[config.mk]
export PLATFORM = sky130hd
export DESIGN_NAME = dcache_axi_bridge
export DESIGN_NICKNAME = d
export VERILOG_FILES = /design/src/rtl/dcache_bus_pkg.sv /design/src/rtl/dcache_axi_bridge.sv
export SDC_FILE = /design/constraint.sdc
export NUM_CORES = 1
export LEC_CHECK = 0
export ABC_AREA = 1
export BUFFER_PORTS_ARGS = -buffer_cell sky130_fd_sc_hd__buf_2
export CAP_MARGIN = 20
export CORE_ASPECT_RATIO = 0.7
export CORE_MARGIN = 2
export CORE_UTILIZATION = 41
export DETAILED_ROUTE_END_ITERATION = 16
export PLACE_DENSITY = 0.81
export SLEW_MARGIN = 20
export SYNTH_ARGS = -nofsm -noshare
export SYNTH_HDL_FRONTEND = slang
export SYNTH_SLANG_ARGS = --single-unit
[constraint.sdc]
create_clock -name clk -period 1.3 [get_ports clk]
set_input_delay 0.26 -clock clk [delete_from_list [all_inputs] [get_ports clk]]
set_output_delay 0.26 -clock clk [all_outputs]
set_load 0.03 [all_outputs]
[src/rtl/dcache_bus_pkg.sv]
// Shared AXI bus definitions for the cache-side bridges: FSM state encoding,
// AXI constant fields and response classification.
package dcache_bus_pkg;

  typedef enum logic [2:0] {
    ST_IDLE,
    ST_AR,
    ST_R,
    ST_AWW,
    ST_B,
    ST_DONE
  } state_t;

  localparam logic [1:0] AXI_BURST_INCR = 2'b01;
  localparam logic [2:0] AXI_SIZE_WORD  = 3'b010;
  localparam logic [1:0] AXI_RESP_OKAY  = 2'b00;

  function automatic logic resp_is_err(input logic [1:0] resp);
    return resp != AXI_RESP_OKAY;
  endfunction

endpackage

[src/rtl/dcache_axi_bridge.sv]
// L1 D-cache memory port to AXI4 master: line fills, uncached word reads and
// single-beat word writes, returning one D_wait-low cycle per delivered beat.
module dcache_axi_bridge
  import dcache_bus_pkg::*;
#(
  parameter logic [15:0] UNCACHE_HI = 16'h1000,
  parameter int          LINE_BEATS = 4
) (
  input  logic        clk,
  input  logic        rstn,
  input  logic        D_req_read,
  input  logic [31:0] D_addr,
  input  logic [31:0] D_in,
  input  logic [3:0]  D_strb,
  output logic [31:0] D_out,
  output logic        D_wait,
  output logic        D_err,
  output logic [31:0] ARADDR,
  output logic [3:0]  ARLEN,
  output logic        ARVALID,
  input  logic        ARREADY,
  input  logic [31:0] RDATA,
  input  logic [1:0]  RRESP,
  input  logic        RVALID,
  output logic        RREADY,
  output logic [31:0] AWADDR,
  output logic        AWVALID,
  input  logic        AWREADY,
  output logic [31:0] WDATA,
  output logic [3:0]  WSTRB,
  output logic        WVALID,
  input  logic        WREADY,
  input  logic [1:0]  BRESP,
  input  logic        BVALID,
  output logic        BREADY
);

  localparam logic [3:0] FILL_LEN = 4'(LINE_BEATS - 1);

  state_t      state_reg, state_next;
  logic [3:0]  beat_cnt_reg;
  logic [3:0]  arlen_reg;
  logic [3:0]  wstrb_reg;
  logic [31:0] addr_reg;
  logic [31:0] wdata_reg;
  logic [31:0] d_out_reg;
  logic        d_wait_reg;
  logic        d_err_reg;
  logic        err_reg;
  logic        aw_done_reg;
  logic        w_done_reg;

  logic write_req;
  logic accept;
  logic r_hs, aw_hs, w_hs, b_hs;
  logic last_beat;

  assign write_req = (D_strb != 4'hF);
  assign accept    = write_req || D_req_read;
  assign r_hs      = RVALID && RREADY;
  assign aw_hs     = AWVALID && AWREADY;
  assign w_hs      = WVALID && WREADY;
  assign b_hs      = BVALID && BREADY;
  assign last_beat = (beat_cnt_reg == arlen_reg);

  always_ff @(posedge clk or negedge rstn) begin
    if (!rstn) begin
      state_reg <= ST_IDLE;
    end else begin
      state_reg <= state_next;
    end
  end

  always_comb begin
    state_next = state_reg;
    case (state_reg)
      ST_IDLE: begin
        // A write wins when the cache presents both request kinds at once.
        if (write_req) begin
          state_next = ST_AWW;
        end else if (D_req_read) begin
          state_next = ST_AR;
        end
      end
      ST_AR:   if (ARREADY) state_next = ST_R;
      ST_R:    if (r_hs && last_beat) state_next = ST_DONE;
      ST_AWW:  if ((aw_done_reg || aw_hs) && (w_done_reg || w_hs)) state_next = ST_B;
      ST_B:    if (BVALID) state_next = ST_DONE;
      ST_DONE: state_next = ST_IDLE;
      default: state_next = ST_IDLE;
    endcase
  end

  always_comb begin
    ARVALID = (state_reg == ST_AR);
    RREADY  = (state_reg == ST_R);
    AWVALID = (state_reg == ST_AWW) && !aw_done_reg;
    WVALID  = (state_reg == ST_AWW) && !w_done_reg;
    BREADY  = (state_reg == ST_B);
  end

  always_ff @(posedge clk or negedge rstn) begin
    if (!rstn) begin
      beat_cnt_reg <= '0;
      arlen_reg    <= '0;
      wstrb_reg    <= '0;
      addr_reg     <= '0;
      wdata_reg    <= '0;
      d_out_reg    <= '0;
      d_wait_reg   <= 1'b1;
      d_err_reg    <= 1'b0;
      err_reg      <= 1'b0;
      aw_done_reg  <= 1'b0;
      w_done_reg   <= 1'b0;
    end else begin
      d_wait_reg <= 1'b1;
      d_err_reg  <= 1'b0;
      case (state_reg)
        ST_IDLE: begin
          if (accept) begin
            addr_reg     <= D_addr;
            wdata_reg    <= D_in;
            wstrb_reg    <= ~D_strb;
            arlen_reg    <= (D_addr[31:16] == UNCACHE_HI) ? 4'd0 : FILL_LEN;
            beat_cnt_reg <= '0;
            err_reg      <= 1'b0;
            aw_done_reg  <= 1'b0;
            w_done_reg   <= 1'b0;
          end
        end
        ST_R: begin
          if (r_hs) begin
            d_out_reg    <= RDATA;
            d_wait_reg   <= 1'b0;
            beat_cnt_reg <= beat_cnt_reg + 4'd1;
            err_reg      <= err_reg | resp_is_err(RRESP);
            d_err_reg    <= last_beat && (err_reg || resp_is_err(RRESP));
          end
        end
        ST_AWW: begin
          if (aw_hs) aw_done_reg <= 1'b1;
          if (w_hs)  w_done_reg  <= 1'b1;
        end
        ST_B: begin
          if (b_hs) begin
            d_wait_reg <= 1'b0;
            d_err_reg  <= err_reg || resp_is_err(BRESP);
          end
        end
        ST_DONE: begin
          beat_cnt_reg <= '0;
          err_reg      <= 1'b0;
        end
        default: ;
      endcase
    end
  end

  assign D_out  = d_out_reg;
  assign D_wait = d_wait_reg;
  assign D_err  = d_err_reg;
  assign ARADDR = addr_reg;
  assign ARLEN  = arlen_reg;
  assign AWADDR = {addr_reg[31:2], 2'b00};
  assign WDATA  = wdata_reg;
  assign WSTRB  = wstrb_reg;

endmodule

Word level (Yosys, flattened, before mapping)
Index checks and enable logic that the tools add are counted.
{"block": "totals", "register_bits": 116, "in_bits": 112, "out_inout_bits": 143, "wordCells": 83}
{"block": "classes", "add_sub_neg": 1, "n_eq_ne": 17, "n_mux": 24, "bitwise": 2, "reduce_logical": 27}
{"operator": "$mux 3", "count": 6}
{"operator": "$eq 16x13->1 const B", "count": 1}
{"operator": "$pmux 3 s5", "count": 1}
{"operator": "$pmux 4 s3", "count": 1}
{"operator": "$ne 2x2->1 const B", "count": 5}
{"operator": "$logic_and 1x1->1", "count": 9}
{"operator": "$reduce_and 3->1", "count": 3}
{"operator": "$mux 1", "count": 8}
{"operator": "$mux 4", "count": 2}
{"operator": "$pmux 1 s2", "count": 4}
{"operator": "$eq 3x2->1 const B", "count": 2}
{"operator": "$eq 3x3->1 const B", "count": 2}
{"operator": "$ne 2x1->1 const B", "count": 3}
{"operator": "$reduce_bool 2->1", "count": 3}
{"operator": "$logic_or 1x1->1", "count": 5}
{"operator": "$reduce_and 5->1", "count": 1}
{"operator": "$add 4x1->4 const B", "count": 1}
{"operator": "$eq 4x4->1", "count": 1}
{"operator": "$ne 4x4->1 const B", "count": 1}
{"operator": "$not 4->4", "count": 1}
{"operator": "$reduce_and 2->1", "count": 2}
{"operator": "$eq 3x1->1 const B", "count": 1}
{"operator": "$logic_not 3->1", "count": 1}
{"operator": "$ne 3x3->1 const B", "count": 1}
{"operator": "5 further kinds", "count": 6}

Longest topological paths before layout
Gate-level depths: netlist (run 1).
{"block": "depth", "word_depth": 7, "depth_mapped": 9}

Least setup slack after synthesis (run 1)
No wires, ideal clock.
{"block": "synth_timing", "path_type": "register to register", "startpoint": "reg state_reg[1]", "endpoint": "reg state_reg[0]", "setup_ns": 0.066, "arrival_time_ns": 1.420, "required_ns": 1.234, "slack_ns": -0.185, "stages_incl_launch_ff": 10, "cell_sequence": "dfrtp_1 > inv_2 > nand2_1 > nor2_1 > inv_1 > nand2_1 > inv_1 > nand2_1 > nand3_1 > nand2_1"}
{"block": "synth_via", "word_cells_on_any_way": 21, "classes_between": "9 x eq/ne; 1 x mux; 11 x reduce/logical"}
{"item": "start: declaration", "line": "dcache_axi_bridge.sv:40", "source": "state_t state_reg, state_next;"}
{"item": "start signal: assignment", "line": "dcache_axi_bridge.sv:70", "source": "state_reg <= state_next;"}
{"item": "$eq 3x3->1 (*)"}
{"item": "net BREADY", "line": "dcache_axi_bridge.sv:35", "source": "output logic BREADY"}
{"item": "$ne 2x2->1 (no line)"}
{"item": "$reduce_and 5->1 (no line)"}
The timed path passes the listed nets; every way through them passes the cells marked *.
A chain may end at the register's enable or synchronous reset.

Worst setup path in the final report (run 1)
{"block": "layout_timing", "startpoint": "reg state_reg[2]", "endpoint": "out WVALID"}
{"block": "layout_via", "elab_chain_len": 2}
{"item": "$eq 3x2->1", "line": "dcache_axi_bridge.sv:98", "source": "WVALID = (state_reg == ST_AWW) && !w_done_reg;"}
{"item": "$logic_and 1x1->1", "line": "dcache_axi_bridge.sv:98"}
{"item": "end: declaration", "line": "dcache_axi_bridge.sv:31", "source": "output logic WVALID,"}
No other way between the ends.

==> run_results.csv, run 1 <==
group,metric,value,unit
status,status,"complete, but fails checks",
status,violations,"setup timing",
power_and_ir_drop,p_per_area,3180,nW/um^2
worst_setup_path,crit_type,"reg2out",
power_and_ir_drop,power.leakage,0.00451,uW
finish,mostFrequentLayoutCell,"nand2_1",
timing,finClkSkew,0.0119,ns
global_routing,grt_pass1_vias,4471,
worst_setup_path,start_kind,"register",
min_path,hp-class,"in2reg",
finish,final_layout_size_suffix_gt1_frac,0.495,
floorplanning,dieArea,12800,sq um
cts,clk_latency,0.41,ns
worst_setup_path,critPathCaptureType,"primary output",
global_routing,antenna_found_initial,0,
synthesis,synth-seq-area-share,0.580,
worst_setup_path,cp_max_fo,3,
synthesis,syn_inst,570,
flow_run,max-cap-violations,0,
timing,setup_viol,121,
cts,htreeDepth,4,
floorplanning,die_w,134,um
worst_setup_path,crit_arrival,1.41,ns
worst_setup_path,cp.required,1.04,ns
global_routing,grt-ovfl-total,0,
drt,drc,0,
cts,clk_pin_slew_worst_paths,0.06,ns
finish,diodes,0,
finish,postLayoutCoreUtil,0.691,
worst_setup_path,timing.rr.start,"state_reg[0]",
drt,vias_per_cell,4.67,
synthesis,avgSynthCellArea,8.55,sq um
synthesis,synth_seq_cells,113,
drt,routed_wl,15800,um
placed_design,gp_congestion,0.793,
drt,post_drt_wl_per_cell,15.4,um
drt,drt_iter0_markers,173,
drt,vias,4804,
synthesis,yosys_warnings,0,
drt,ant_nets,0,
placed_design,place_ws,-0.119,ns
timing,slew_viol_final,0,
floorplanning,initial_core_util,0.419,
power_and_ir_drop,power,25600,uW
finish,design_area,8040,sq um
finish,fin_nets,972,
timing,post-route-period-util,1.29,
finish,syn_to_final_growth,65.0,%
placed_design,post-dp-hpwl,9450,um
worst_setup_path,cp-startpoint,"state_reg[2]",
power_and_ir_drop,peakVddDrop,1.67,mV
cts,cts_buffer_depth,2,
timing,rsz0062_at_grt,"true",
timing,hold_slack,0.0464,ns
cts,numClockSinks,113,
cts,cts_tree,"done",
global_routing,track_usage,0.231,
drt,dr.pass1.iters,5,
placed_design,place_area,6240,sq um
floorplanning,coreArea,11600,sq um
cts,cts_root_buffer,"clkbuf_16",
synthesis,synth_area,4870,sq um
synthesis,synth_cell_types,28,
floorplanning,io_pins,255,
timing,fin_crit,1.67,ns
min_path,hp-start,"D_addr[4]",
floorplanning,num_rows,33,
timing,hold_viol,0,
finish,final_cell_mix,"nand2_1, buf_2, dfrtp_1",
timing,fmax,599,MHz
floorplanning,die_y,95.2,um
global_routing,grt_max_degree,40,
finish,final.fill_count,884,
global_routing,grt_pass1_wl,22700,um
cts,numCtsBuffers,17,
timing,worst_slack,-0.371,ns
placed_design,port_buffers,250,
## per-layer routing
layer / GRT usage / part of all wire
met5: 0 / 0
met3: 0.0606 / 0.067
met2: 0.414 / 0.52
met1: 0.275 / 0.40
met4: 0.0754 / 0.012
## report_power, final
group | internal [uW] | switching (uW)
combinational | 5570 | 8810
sequential | 5200 | 1200
clock | 3090 | 1720
total | 13900 | 11700
## critical path, stage by stage (launching register included)
cell     delay, ns
dfrtp_1       0.43
buf_6         0.16
nor2_4        0.13
inv_4         0.06
nor2_4        0.10
buf_6         0.14
## repair_timing
action                                  in CTS  in global routing
hold buffers                                 1                  0
gates cloned                                12                 11
gates resized for setup                     72                124
hold endpoints to repair                    15                  0
setup buffers                               15                 12
endpoints found under the setup margin      80                131
pin swaps                                    5                 21
## through the flow
| step | cells | TNS (ns) |
|---|---|---|
| 2_1_floorplan | 573 | -0.254 |
| 3_3_place_gp | 954 | -1.53 |
| 3_5_place_dp | 954 | -3.15 |
| 4_1_cts | 1014 | -30.62 |
| 5_1_grt | 1029 | -33.00 |
| 6_report | 1029 | -24.81 |
## final timing paths
| path | end | slack [ns] | cells past startpoint |
|---|---|---|---|
| max in group asynchronous | ARLEN[0] | 0.47 | 3 |
| worst max-delay path | WVALID | -0.37 | 5 |
| worst min register to register | WDATA[31] | 0.48 | 2 |
| worst max register to register | ARADDR[1] | -0.28 | 9 |
| worst min-delay path | ARADDR[4] | 0.05 | 3 |
| min in group asynchronous | D_out[18] | 0.31 | 2 |
## synthesized netlist by cell type
cell      instances  area share
nand2_1         290        0.22
dfrtp_1         112        0.57
buf_4            36       0.055
inv_1            27       0.021
o21ai_0          24       0.025
nor2_1           19       0.015
buf_2            12       0.012
nand3_1           8      0.0082
buf_6             6       0.014
nand2_2           6      0.0077
inv_2             5      0.0039
nor2_2            4      0.0051
nand4_1           3      0.0039
a21oi_1           2      0.0021
nand3b_1          2      0.0031
xor2_1            2      0.0036
a31oi_1           1      0.0013
clkbuf_1          1     0.00077
conb_1            1     0.00077
dfstp_2           1      0.0054
ha_1              1      0.0026
mux2i_1           1      0.0021
nand3_2           1      0.0021
nor2_4            1      0.0023
nor3_1            1      0.0010
o21ai_1           1      0.0010
o21bai_1          1      0.0015
o311ai_0          1      0.0018
## layout make-up
cell class,count,area (sq um),area share
clock inverters,14,179,0.0222
clock buffers,18,439,0.0546
flip-flops and latches,113,2830,0.352
well taps,157,196,0.0244
inverters,32,158,0.0196
multi-input cells,374,1800,0.224
repair buffers,321,2440,0.303
## cells by family (layout without fill, tap and decap cells)
group	after synthesis	in the layout	share of synthesized area
simple gates	335	336	0.271
mux	1	1	0.00205
compound gates	30	30	0.0323
flops	113	113	0.580
xor+xnor	2	2	0.00359
buf+inv	87	385	0.107
fa+ha+maj	1	1	0.00257
other cells	1	4	0.000769
Note: power is estimated with default switching activity, not from simulation.
==> run 2: changes to the inputs <==
Settings changed: CELL_PAD_IN_SITES_DETAIL_PLACEMENT set to 0, CELL_PAD_IN_SITES_GLOBAL_PLACEMENT set to 1, CORE_UTILIZATION 41 to 29, SKIP_LAST_GASP set to 1.
==> run 2 against run 1 <==
The run still ends with setup timing left. Sequential power is essentially flat. Critical endpoint unchanged. Design area increased by 3.7%. Largest cell class unchanged. Critical path type unchanged. Non-clock buffer count grew 16.
==> run_results.csv, run 2 (synthesis results as in run 1) <==
group,metric,value,unit
worst_setup_path,critical_path_depth,5,
power_and_ir_drop,power.leakage,0.00463,uW
finish,fin_nets,988,
timing,rsz0062_at_grt,"true",
timing,hold_slack,0.0308,ns
worst_setup_path,cp.required,1.04,ns
power_and_ir_drop,peakVddDrop,1.43,mV
floorplanning,initial_core_util,0.297,
cts,htreeDepth,4,
placed_design,port_buffers,250,
finish,final_cell_mix,"nand2_1, buf_2, dfrtp_1",
worst_setup_path,r2r_slack,-0.28,ns
timing,hold_viol,0,
timing,finClkSkew,0.0102,ns
cts,numClockSinks,113,
timing,post-route-period-util,1.26,
finish,mostFrequentLayoutCell,"nand2_1",
worst_setup_path,cp_slowest_cell,"dfrtp_1",
global_routing,grt_max_degree,56,
cts,cts_buffer_depth,2,
timing,slew_viol_final,0,
floorplanning,die_y,112,um
timing,fin_crit,1.64,ns
floorplanning,io_pins,255,
floorplanning,die_w,159,um
cts,numCtsBuffers,17,
finish,final_layout_size_suffix_gt1_frac,0.494,
floorplanning,dieArea,17900,sq um
worst_setup_path,rr_worst_depth,10,
worst_setup_path,path_cells,"buf_4, nor2_4, inv_4, nor2_4, buf_6",
worst_setup_path,cp_common_cell,"nor2_4",
drt,vias_per_cell,4.19,
placed_design,gp_congestion,0.756,
timing,slew_headroom,0.663,
power_and_ir_drop,p_per_area,3160,nW/um^2
drt,ant_nets,0,
worst_setup_path,crit_family,"flip-flops",
drt,vias,4663,
finish,final_cell_count_no_fill,1113,
drt,dr.pass1.iters,4,
global_routing,grt-ovfl-total,0,
worst_setup_path,path_buf_inv,3,
worst_setup_path,crit_arrival,1.38,ns
finish,syn_to_final_growth,71.1,%
cts,clk_pin_slew_worst_paths,0.06,ns
min_path,hp-class,"in2reg",
drt,drc,0,
status,status,"complete, but fails checks",
cts,cts_tree,"done",
global_routing,grt_pass1_vias,4604,
cts,cts_root_buffer,"clkbuf_16",
drt,routed_wl,16400,um
min_path,holdPathStages,3,
flow_run,max-cap-violations,0,
global_routing,grt_pass1_wl,25200,um
worst_setup_path,cpPeakStageDelay,0.39,ns
worst_setup_path,start_kind,"register",
drt,post_drt_wl_per_cell,14.7,um
drt,drt_iter0_markers,276,
placed_design,place.detailed.instances,1025,
cts,clk_latency,0.42,ns
timing,setup_viol,120,
floorplanning,coreArea,16400,sq um
floorplanning,num_rows,39,
placed_design,place_area,6360,sq um
timing,tightest_slew,0.505,ns
global_routing,track_usage,0.185,
placed_design,post-dp-hpwl,9840,um
finish,design_area,8340,sq um
timing,fmax,609,MHz
status,violations,"setup timing",
worst_setup_path,cp_max_fo,3,
finish,diodes,0,
worst_setup_path,crit_type,"reg2out",
worst_setup_path,critPathCaptureType,"primary output",
timing,worst_slack,-0.342,ns
global_routing,antenna_found_initial,0,
==> run 2: changes by cell type in the layout (fill, tap and decap cells not counted), sizes merged <==
cell | previous run | this run
bufinv | 3 | 2
clkinvlp | 5 | 6
buf | 303 | 329
clkbuf | 35 | 24
clkinv | 3 | 4
==> run 2: worst register-to-register path: cells and delay by family (launching register included) <==
family,cells,cell delay [ns]
flops,1,0.42
simple gates,5,0.43
buf+inv,5,0.68
==> run 2: power breakdown <==
group          switching [uW]  total [uW]  internal (uW)  leakage, uW
registers                1160        6360           5200      0.00140
clock network            1800        4620           2830     0.000268
logic                    9060       15400           6340      0.00296
total                   12000       26400          14400      0.00463
==> run 2: cell type report <==
cell class | instances | area [sq um]
Fill cell | 1497 | 8050
Inverter | 32 | 150
Tap cell | 225 | 282
Sequential cell | 113 | 2840
Multi-Input combinational cell | 374 | 1810
Clock buffer | 17 | 425
Timing Repair Buffer | 337 | 2680
Clock inverter | 15 | 159
==> run 2: repair_timing <==
| action | in CTS | in global routing |
|---|---|---|
| hold endpoints to repair | 112 | 0 |
| cloned | 13 | 6 |
| hold buffers | 1 | 0 |
| pin swaps | 18 | 16 |
| resized for setup | 109 | 131 |
| setup endpoints to repair | 120 | 157 |
| buffers inserted | 30 | 13 |
==> run 2: routing by layer <==
layer  wire, um  part of all wire  global-route usage
met3       1210             0.074              0.0573
met4        226             0.014              0.0564
met1       7240              0.44               0.241
met2       7690              0.47               0.298
met5          0                 0                   0
==> run 2: worst paths after layout <==
| kind | startpoint | end |
|---|---|---|
| setup / recovery | state_reg[2] | WVALID |
| hold / removal | D_in[9] | WDATA[9] |
| setup reg to reg | state_reg[0] | D_out[6] |
| hold reg to reg | WDATA[30] | WDATA[30] |
| max in group asynchronous | rstn | ARLEN[0] |
| min in group asynchronous | rstn | D_out[19] |
==> run 2: metrics by stage <==
stage	power (uW)	util	worst slack [ns]	TNS [ns]
after CTS	25500	0.484	-0.370	-27.92
after global routing	28000	0.509	-0.413	-35.04
final	26400	0.509	-0.342	-25.86
after detailed placement	17000	0.388	-0.158	-6.05
after floorplan	14000	-	-0.0500	-0.254
after global placement	16900	0.388	-0.0861	-4.09
